===== config.mk =====
export PLATFORM = sky130hd
export DESIGN_NAME = block_job_dispatcher
export DESIGN_NICKNAME = d
export VERILOG_FILES = /design/src/rtl/dispatcher_pkg.sv /design/src/rtl/proc_free_picker.sv /design/src/rtl/block_job_dispatcher.sv
export SDC_FILE = /design/constraint.sdc
export NUM_CORES = 1
export LEC_CHECK = 0
export BUFFER_PORTS_ARGS = -buffer_cell sky130_fd_sc_hd__buf_2
export CORE_MARGIN = 4
export CORE_UTILIZATION = 54
export CTS_BUF_LIST = sky130_fd_sc_hd__clkbuf_4 sky130_fd_sc_hd__clkbuf_8
export CTS_CLUSTER_SIZE = 8
export DETAILED_ROUTE_END_ITERATION = 8
export HOLD_SLACK_MARGIN = 0.08
export PLACE_DENSITY = 0.75
export SKIP_LAST_GASP = 1
export SYNTH_ARGS = -nofsm -noshare
export SYNTH_HDL_FRONTEND = slang
export SYNTH_SLANG_ARGS = --single-unit

===== constraint.sdc =====
create_clock -name in_clk -period 2.9 [get_ports in_clk]
set_input_delay 0.29 -clock in_clk [delete_from_list [all_inputs] [get_ports in_clk]]
set_output_delay 0.29 -clock in_clk [all_outputs]
set_load 0.005 [all_outputs]

===== src/rtl/dispatcher_pkg.sv =====
// Shared state encoding and sizing helpers for the block job dispatcher.
package dispatcher_pkg;

   typedef enum logic [2:0] {
      IDLE,
      SELECT,
      OFFER,
      DRAIN,
      DONE
   } disp_state_t;

   localparam int INDEX_W = 8;

   function automatic int job_cnt_w(input int iw);
      return 2 * iw;
   endfunction

   localparam int JOB_CNT_W = job_cnt_w(INDEX_W);

endpackage


===== src/rtl/proc_free_picker.sv =====
// Lowest-index free processor: one-hot pick plus any-free flag.
module proc_free_picker #(
   parameter int N = 4
) (
   input  logic [N-1:0] i_free,
   output logic [N-1:0] o_onehot,
   output logic         o_valid
);

   // Two's-complement trick isolates the lowest set bit.
   assign o_onehot = i_free & (~i_free + N'(1));
   assign o_valid  = |i_free;

endmodule


===== src/rtl/block_job_dispatcher.sv =====
// Walks C-blocks row-major and hands each to a free processor
// over a 4-phase index handshake; tracks results and completion.
module block_job_dispatcher
   import dispatcher_pkg::*;
#(
   parameter int NUM_PROC    = 4,
   parameter int index_width = INDEX_W,
   parameter int cell_width  = 32
) (
   input  logic                   in_clk,
   input  logic                   in_reset,
   input  logic                   in_start,
   input  logic [index_width-1:0] in_rows_blk,
   input  logic [index_width-1:0] in_cols_blk,
   input  logic [index_width-1:0] in_mu,
   input  logic [cell_width-1:0]  in_config,
   output logic [index_width-1:0] out_row_index,
   output logic [index_width-1:0] out_col_index,
   output logic [index_width-1:0] out_mu,
   output logic [cell_width-1:0]  out_config,
   output logic [NUM_PROC-1:0]    out_index_ready,
   input  logic [NUM_PROC-1:0]    in_index_ack,
   input  logic [NUM_PROC-1:0]    in_result_ready,
   output logic [NUM_PROC-1:0]    out_proc_busy,
   output logic                   out_busy,
   output logic                   out_done,
   output logic                   out_protocol_err
);

   localparam int JW = job_cnt_w(index_width);

   disp_state_t r_state;
   disp_state_t w_state_nxt;

   logic [index_width-1:0] r_row;
   logic [index_width-1:0] r_col;
   logic [index_width-1:0] r_cols;
   logic [index_width-1:0] r_row_o;
   logic [index_width-1:0] r_col_o;
   logic [index_width-1:0] r_mu;
   logic [cell_width-1:0]  r_cfg;
   logic [JW-1:0]          r_total;
   logic [JW-1:0]          r_issued;
   logic [JW-1:0]          r_done_cnt;
   logic [NUM_PROC-1:0]    r_ready;
   logic [NUM_PROC-1:0]    r_busy;
   logic [NUM_PROC-1:0]    r_pend;
   logic [NUM_PROC-1:0]    r_res_q;
   logic                   r_busy_o;
   logic                   r_done;
   logic                   r_err;

   logic [NUM_PROC-1:0]    w_free;
   logic [NUM_PROC-1:0]    w_pick;
   logic                   w_pick_vld;
   logic [NUM_PROC-1:0]    w_acc;
   logic                   w_acc_any;
   logic [NUM_PROC-1:0]    w_rise;
   logic [NUM_PROC-1:0]    w_good;
   logic [NUM_PROC-1:0]    w_bad;
   logic                   w_last;
   logic                   w_col_wrap;
   logic [JW-1:0]          w_total_in;
   logic [JW-1:0]          w_pop;

   // A processor is offered work only once idle and its ack has fallen.
   assign w_free = ~r_busy & ~r_pend;

   proc_free_picker #(
      .N (NUM_PROC)
   ) u_picker (
      .i_free   (w_free),
      .o_onehot (w_pick),
      .o_valid  (w_pick_vld)
   );

   assign w_acc      = (r_state == OFFER) ? (r_ready & in_index_ack) : '0;
   assign w_acc_any  = |w_acc;
   assign w_rise     = in_result_ready & ~r_res_q;
   assign w_good     = w_rise & r_busy;
   assign w_bad      = w_rise & ~r_busy;
   assign w_last     = (r_issued + JW'(1)) == r_total;
   assign w_col_wrap = r_col == (r_cols - index_width'(1));
   assign w_total_in = JW'(in_rows_blk) * JW'(in_cols_blk);

   always_comb begin
      w_pop = '0;
      for (int i = 0; i < NUM_PROC; i++) begin
         w_pop = w_pop + JW'(w_good[i]);
      end
   end

   always_ff @(posedge in_clk or negedge in_reset) begin
      if (!in_reset) begin
         r_state <= IDLE;
      end else begin
         r_state <= w_state_nxt;
      end
   end

   always_comb begin
      w_state_nxt = r_state;
      unique case (r_state)
         IDLE: begin
            if (in_start) begin
               w_state_nxt = (w_total_in == '0) ? DONE : SELECT;
            end
         end
         SELECT: begin
            if (w_pick_vld) begin
               w_state_nxt = OFFER;
            end
         end
         OFFER: begin
            if (w_acc_any) begin
               w_state_nxt = w_last ? DRAIN : SELECT;
            end
         end
         DRAIN: begin
            if (r_done_cnt == r_total) begin
               w_state_nxt = DONE;
            end
         end
         DONE: begin
            w_state_nxt = IDLE;
         end
         default: begin
            w_state_nxt = IDLE;
         end
      endcase
   end

   always_ff @(posedge in_clk or negedge in_reset) begin
      if (!in_reset) begin
         r_row      <= '0;
         r_col      <= '0;
         r_cols     <= '0;
         r_row_o    <= '0;
         r_col_o    <= '0;
         r_mu       <= '0;
         r_cfg      <= '0;
         r_total    <= '0;
         r_issued   <= '0;
         r_done_cnt <= '0;
         r_ready    <= '0;
         r_busy     <= '0;
         r_pend     <= '0;
         r_res_q    <= '0;
         r_busy_o   <= 1'b0;
         r_done     <= 1'b0;
         r_err      <= 1'b0;
      end else begin
         r_done  <= 1'b0;
         r_res_q <= in_result_ready;
         r_pend  <= (r_pend | w_acc) & in_index_ack;
         unique case (r_state)
            IDLE: begin
               if (in_start) begin
                  r_cols     <= in_cols_blk;
                  r_mu       <= in_mu;
                  r_cfg      <= in_config;
                  r_total    <= w_total_in;
                  r_issued   <= '0;
                  r_done_cnt <= '0;
                  r_row      <= '0;
                  r_col      <= '0;
                  r_err      <= 1'b0;
                  r_busy_o   <= 1'b1;
               end
            end
            SELECT: begin
               if (w_pick_vld) begin
                  r_row_o <= r_row;
                  r_col_o <= r_col;
                  r_ready <= w_pick;
               end
            end
            OFFER: begin
               if (w_acc_any) begin
                  r_ready  <= '0;
                  r_issued <= r_issued + JW'(1);
                  if (w_col_wrap) begin
                     r_col <= '0;
                     r_row <= r_row + index_width'(1);
                  end else begin
                     r_col <= r_col + index_width'(1);
                  end
               end
            end
            DONE: begin
               r_done   <= 1'b1;
               r_busy_o <= 1'b0;
            end
            default: begin
            end
         endcase
         if (r_state != IDLE) begin
            r_busy     <= (r_busy & ~w_good) | w_acc;
            r_done_cnt <= r_done_cnt + w_pop;
            if (|w_bad) begin
               r_err <= 1'b1;
            end
         end
      end
   end

   assign out_row_index    = r_row_o;
   assign out_col_index    = r_col_o;
   assign out_mu           = r_mu;
   assign out_config       = r_cfg;
   assign out_index_ready  = r_ready;
   assign out_proc_busy    = r_busy;
   assign out_busy         = r_busy_o;
   assign out_done         = r_done;
   assign out_protocol_err = r_err;

endmodule


### Yosys cells after proc, flatten, opt, wreduce, memory -nomap -nowiden

Cells that the tools add are included.
Widths: inputs -> output; s select.

| storage, ports and cells | value |
|---|---|
| input bits | 67 |
| logic and storage cells | 104 |
| register bits after elaboration | 150 |

| operators by class | value |
|---|---|
| equality and inequality tests | 12 |
| muxes and demuxes | 30 |
| multipliers | 1 |
| reduce and logical (&&, ||, !) cells | 19 |
| add/subtract/negate cells | 9 |
| bitwise logic cells | 15 |

Operator list:

| kind | count |
|---|---|
| $mux 16 | 4 |
| $mux 8 | 5 |
| $and 4x4->4 | 8 |
| $eq 16x16->1 | 2 |
| $pmux 16 s2 | 1 |
| $pmux 8 s2 | 2 |
| $not 4->4 | 5 |
| $add 16x1->16 const B | 1 |
| $add 16x4->16 | 1 |
| $add 8x1->8 const B | 2 |
| $logic_not 16->1 | 1 |
| $mul 8x8->16 | 1 |
| $mux 3 | 5 |
| $mux 4 | 3 |
| $pmux 3 s4 | 1 |
| $reduce_or 4->1 | 3 |
| $reduce_bool 2->1 | 5 |
| $eq 8x8->1 | 1 |
| $ne 2x2->1 const B | 4 |
| $or 4x4->4 | 2 |
| $pmux 4 s2 | 1 |
| $reduce_and 2->1 | 4 |
| $reduce_and 4->1 | 2 |
| $sub 8x1->8 const B | 1 |
| 14 further kinds | 21 |

### Logic depth before layout (Yosys ltp)

| logic depth | value |
|---|---|
| word-level depth | 8 |
| mapped depth | 18 |
| depth with buffers taken out | 18 |

### Modules after synthesis

Synthesis repeated with hierarchy kept, for this count alone.

| unflattened totals | value |
|---|---|
| cells, all modules | 1022 |
| area total of the unflattened synthesis | 9321.4 um^2 |

Modules (own cells, without submodules):

| module | cells an instance | seq. area each (um^2) | area an instance (um^2) | instances |
|---|---|---|---|---|
| block_job_dispatcher | 1017 | 3753.6 | 9281.4 | 1 |
| proc_free_picker | 5 | 0.0 | 40.0 | 1 |

### Worst setup path after synthesis

OpenSTA, ideal clock, no wires.

| timing | value |
|---|---|
| path kind | input to register |
| start | in in_rows_blk[1] |
| end | reg r_state[2] |
| setup time | 0.066 ns |
| setup slack | -1.580 ns |
| data required time | 2.834 ns |
| stages | 16 |
| path buffers | 0 |
| arrival time | 4.414 ns |
| path through | and2_1 -> fa_1 -> fa_1 -> fa_1 -> inv_1 -> fa_1 -> inv_1 -> ha_1 -> o21a_1 -> o21ai_0 -> a2bb2oi_1 -> a221o_1 -> a21oi_1 -> xnor2_1 -> o41ai_1 -> and2_1 |

| between the ends | value |
|---|---|
| longest elaborated chain between the ends | 5 |

Ends and longest elaborated chain:

| what | line | RTL |
|---|---|---|
| start: declaration | block_job_dispatcher.sv:13 | `input logic [index_width-1:0] in_rows_blk,` |
| $mul 8x8->16 | block_job_dispatcher.sv:84 | `assign w_total_in = JW'(in_rows_blk) * JW'(in_cols_blk);` |
| $logic_not 16->1 | block_job_dispatcher.sv:106 | `w_state_nxt = (w_total_in == '0) ? DONE : SELECT;` |
| $mux 3 | block_job_dispatcher.sv:106 |  |
| $mux 3 | block_job_dispatcher.sv:105 | `if (in_start) begin` |
| $pmux 3 s4 | block_job_dispatcher.sv:103 | `unique case (r_state)` |
| end signal: assignment | block_job_dispatcher.sv:97 | `r_state <= w_state_nxt;` |
| end: declaration | block_job_dispatcher.sv:32 | `disp_state_t r_state;` |

Every way passes these cells. The select of a mux whose other input is x is not followed.
A chain may end at the register's enable or synchronous reset.

### Final worst setup path

| timing | value |
|---|---|
| start | in in_cols_blk[5] |
| end | reg r_state[2] |

| between the ends | value |
|---|---|
| longest elaborated chain between the ends | 5 |

Ends and longest elaborated chain:

| what | line | RTL |
|---|---|---|
| start: declaration | block_job_dispatcher.sv:14 | `input logic [index_width-1:0] in_cols_blk,` |
| $mul 8x8->16 | block_job_dispatcher.sv:84 |  |
| $logic_not 16->1 | block_job_dispatcher.sv:106 |  |
| $mux 3 | block_job_dispatcher.sv:106 |  |
| $mux 3 | block_job_dispatcher.sv:105 |  |
| $pmux 3 s4 | block_job_dispatcher.sv:103 |  |

Every way passes these cells. The select of a mux whose other input is x is not followed.

==> metrics.md <==
| Metric | Value |
|---|---|
| Run status | `finished with violations` |
| Failing checks | `setup timing` |
| Clk Latency, worst-skew pair | `0.48 ns` |
| Routed wl met2 | `11,900 microns` |
| Util after Layout | `73.1%` |
| Yosys warns | `0` |
| Synth area leaders | `dfrtp_1, nand2_1, fa_1` |
| Pin count of the biggest net entering global routing | `86` |
| Yosys reg bits | `150` |
| Top Ports | `134` |
| Root Driver | `clkbuf_8` |
| PwrDens | `834 mW/mm^2` |
| Diodes inserted | `0` |
| Max_slew headroom | `38.8%` |
| DRC Markers | `0` |
| Core Rows | `47` |
| First-pass iteration count of the detailed router | `5` |
| Routed via count | `8,309` |
| Worst endpoint data arrival time | `4.55 ns` |
| Drt initial violations | `464` |
| Hold Fails Final Rpt | `0` |
| Total grt overflow | `0` |
| Synthesized Nets | `1,165` |
| Area share of the largest cell type after synthesis | `40.5%` |
| Library cells used by synthesis | `between 50 and 60` |
| Asr flop ratio synth | `100%` |
| Clock sink total | `150` |
| Post-DP HPWL | `16,600 microns` |
| HP Class | `in -> reg` |
| I/O Buffers | `133` |
| Period minus WS final | `4.14 ns` |
| Seq/Total Area, Yosys | `40.5%` |
| Total power | `10.2 mW` |
| Post-Synthesis Cells | `1,018` |
| Post-Route WL | `24,300 microns` |
| Die Y | `between 100 and 150 microns` |
| H-tree depth | `4` |
| First-pass GRT wire length | `40,000 microns` |
| Post-synth EDFFs | `0` |
| Layout area overhead | `31.7%` |
| Share of layout cells above drive strength 1 | `roughly 28%` |
| CTS tree | `done` |
| Final setup fails | `12` |
| Worst-Margin Slew | `0.918 ns` |
| Critical Path RT | `around 3.3 ns` |
| Worst Skew | `around 0.018 ns` |
| Routed length on met1 | `10,400 microns` |
| Final Max Slew Viols | `0` |
| Crit-path max FO | `5` |
| Post-route worst setup slack | `-1.24 ns` |
| WS Path Type | `in -> reg` |
| Startpoint Class | `input pin` |
| Most common cell in the netlist | `nand2_1` |
| Final period util | `143%` |
| Initial antenna violation count | `0` |
| FMAX | `241 MHz` |
| CTS clk-pin slew, worst paths | `0.10 ns` |
| Dpl cell area | `0.0108 sq mm` |
| Post-Syn Area | `about 0.0093 sq mm` |
| Dominant synthesized flop cell | `dfrtp_1` |
| Peak supply drop | `~520 uV` |
| CTS Buf Count | `17` |
| Max cap viols | `0` |
| Antenna Violating Nets Remaining | `0` |
| Yosys top cell by area | `dfrtp_1` |
| Fin area | `0.0122 sq mm` |
| CTS Buffer Depth | `2` |
| Unrepaired setup endpoints after global routing | `true` |
| Drt wl/cell | `16.2 microns` |
| Top layer used by detailed routing | `met4` |
| Die Wd | `139 microns` |
| Met3 WL | `about 1500 microns` |
| Starting Density | `55.5%` |
| Core Box Area | `0.0167 sq mm` |
| Setup total negative slack | `-8.58 ns` |
| Mean post-synth cell area | `9.11 sq um` |
| Worst setup EP type | `register` |
| Setup WS pre-CTS | `-1.56 ns` |
| Via density | `5.54` |
| Gpl congestion | `between 0.8 and 0.9` |
| Nets | `1,414` |
| Die area | `0.0193 sq mm` |
| Leak Pwr | `6.01 nW` |
| Total GRT Usage | `24.9%` |
| Top post-synthesis cells by count | `nand2_1, dfrtp_1, o21ai_0` |
| Vias in the first global route | `between 8k and 9k` |
[path summary, 6_finish.rpt]
check,startpoint,to,slack (ns),depth (start not counted)
min in group asynchronous,in_reset,out_row_index[1],0.31,2
max in group asynchronous,in_reset,r_cols[1],1.79,3
hold / removal,in_cols_blk[4],r_cols[4],0.14,4
hold reg to reg,out_mu[4],out_mu[4],0.48,2
setup reg to reg,r_cols[0],r_row[5],0.14,8
setup / recovery,in_cols_blk[5],r_state[2],-1.24,17
[metal layers]
layer	up-vias	global-route usage, %
met4	0	7.16
met5	-	0
met2	282	40.8
met1	4057	33.5
met3	40	5.48
li1	3930	-
[power by group]
group	leakage [nW]	internal, mW	switching, mW
Clock	0.208	0.663	0.976
Combinational	3.83	2.57	2.76
Sequential	1.97	2.65	0.557
[sequential cells by signal (all words and copies together) (netlist names), 16 cells and up]
register    cells
r_issued       16
r_done_cnt     16
out_config     32
r_total        16
[repair_timing]
action | 4_1_cts | 5_1_grt
pin swaps | 50 | 45
buffers inserted | 10 | 8
endpoints found under the setup margin | 13 | 23
hold endpoints to repair | 90 | 1
gates resized for setup | 55 | 60
hold buffers | 48 | 1
gates cloned | 0 | 0
[worst max-delay path: stages]
cell and delay (ns):
buf_8 0.10, and2_4 0.15, fa_1 0.56, fa_1 0.45, fa_1 0.53, inv_2 0.04, fa_1 0.51, inv_2 0.05
ha_4 0.24, o21a_4 0.21, nor2_4 0.10, a31oi_1 0.07, xor2_1 0.18, nor4_1 0.33, nand4_1 0.21, o41ai_2 0.33
and2_1 0.17
[layout make-up]
cell class                      count  area [sq um]
Inverter                           55           206
Clock inverter                     15           176
Multi-Input combinational cell    774          5570
Timing Repair Buffer              269          2000
Fill cell                        1123          4490
Tap cell                          220           275
Sequential cell                   150          3750
Clock buffer                       17           234
[cells by family (layout without fill, tap and decap cells)]
| family | Yosys count | count (layout) | share of synthesized area (%) |
|---|---|---|---|
| DFF | 150 | 150 | 40.5 |
| muxes | 24 | 24 | 2.85 |
| and+or+nand+nor | 463 | 463 | 23.5 |
| adders and majority gates | 80 | 80 | 14.0 |
| xor gates and xnor gates | 59 | 59 | 5.57 |
| AOI/OAI and AO/OA | 148 | 148 | 9.81 |
| buffers and inverters | 94 | 356 | 3.82 |
[per-stage QoR]
step | hold WS (ns) | std cells
floorplan | -0.00559 | 1018
global placement | 0.248 | 1410
detailed placement | 0.249 | 1410
CTS | 0.0866 | 1498
global route | 0.113 | 1500
finish | 0.136 | 1500
[placed cells by master (no fill, tap or decap), drive strengths merged, types with 16 or more instances in the layout]
cell         synthesis  final
inv                 55     64
nand4               16     16
dfrtp              150    150
xnor2               38     38
clkbuf              32     17
and2                55     55
a21oi               25     25
nand3               43     43
o21ai               70     70
buf                  7    220
nor2                43     43
xor2                21     21
mux2                19     19
fa                  39     39
nand2              235    235
ha                  41     41
dlygate4sd3          0     49
No activity file was read; power rests on OpenSTA's default activity.
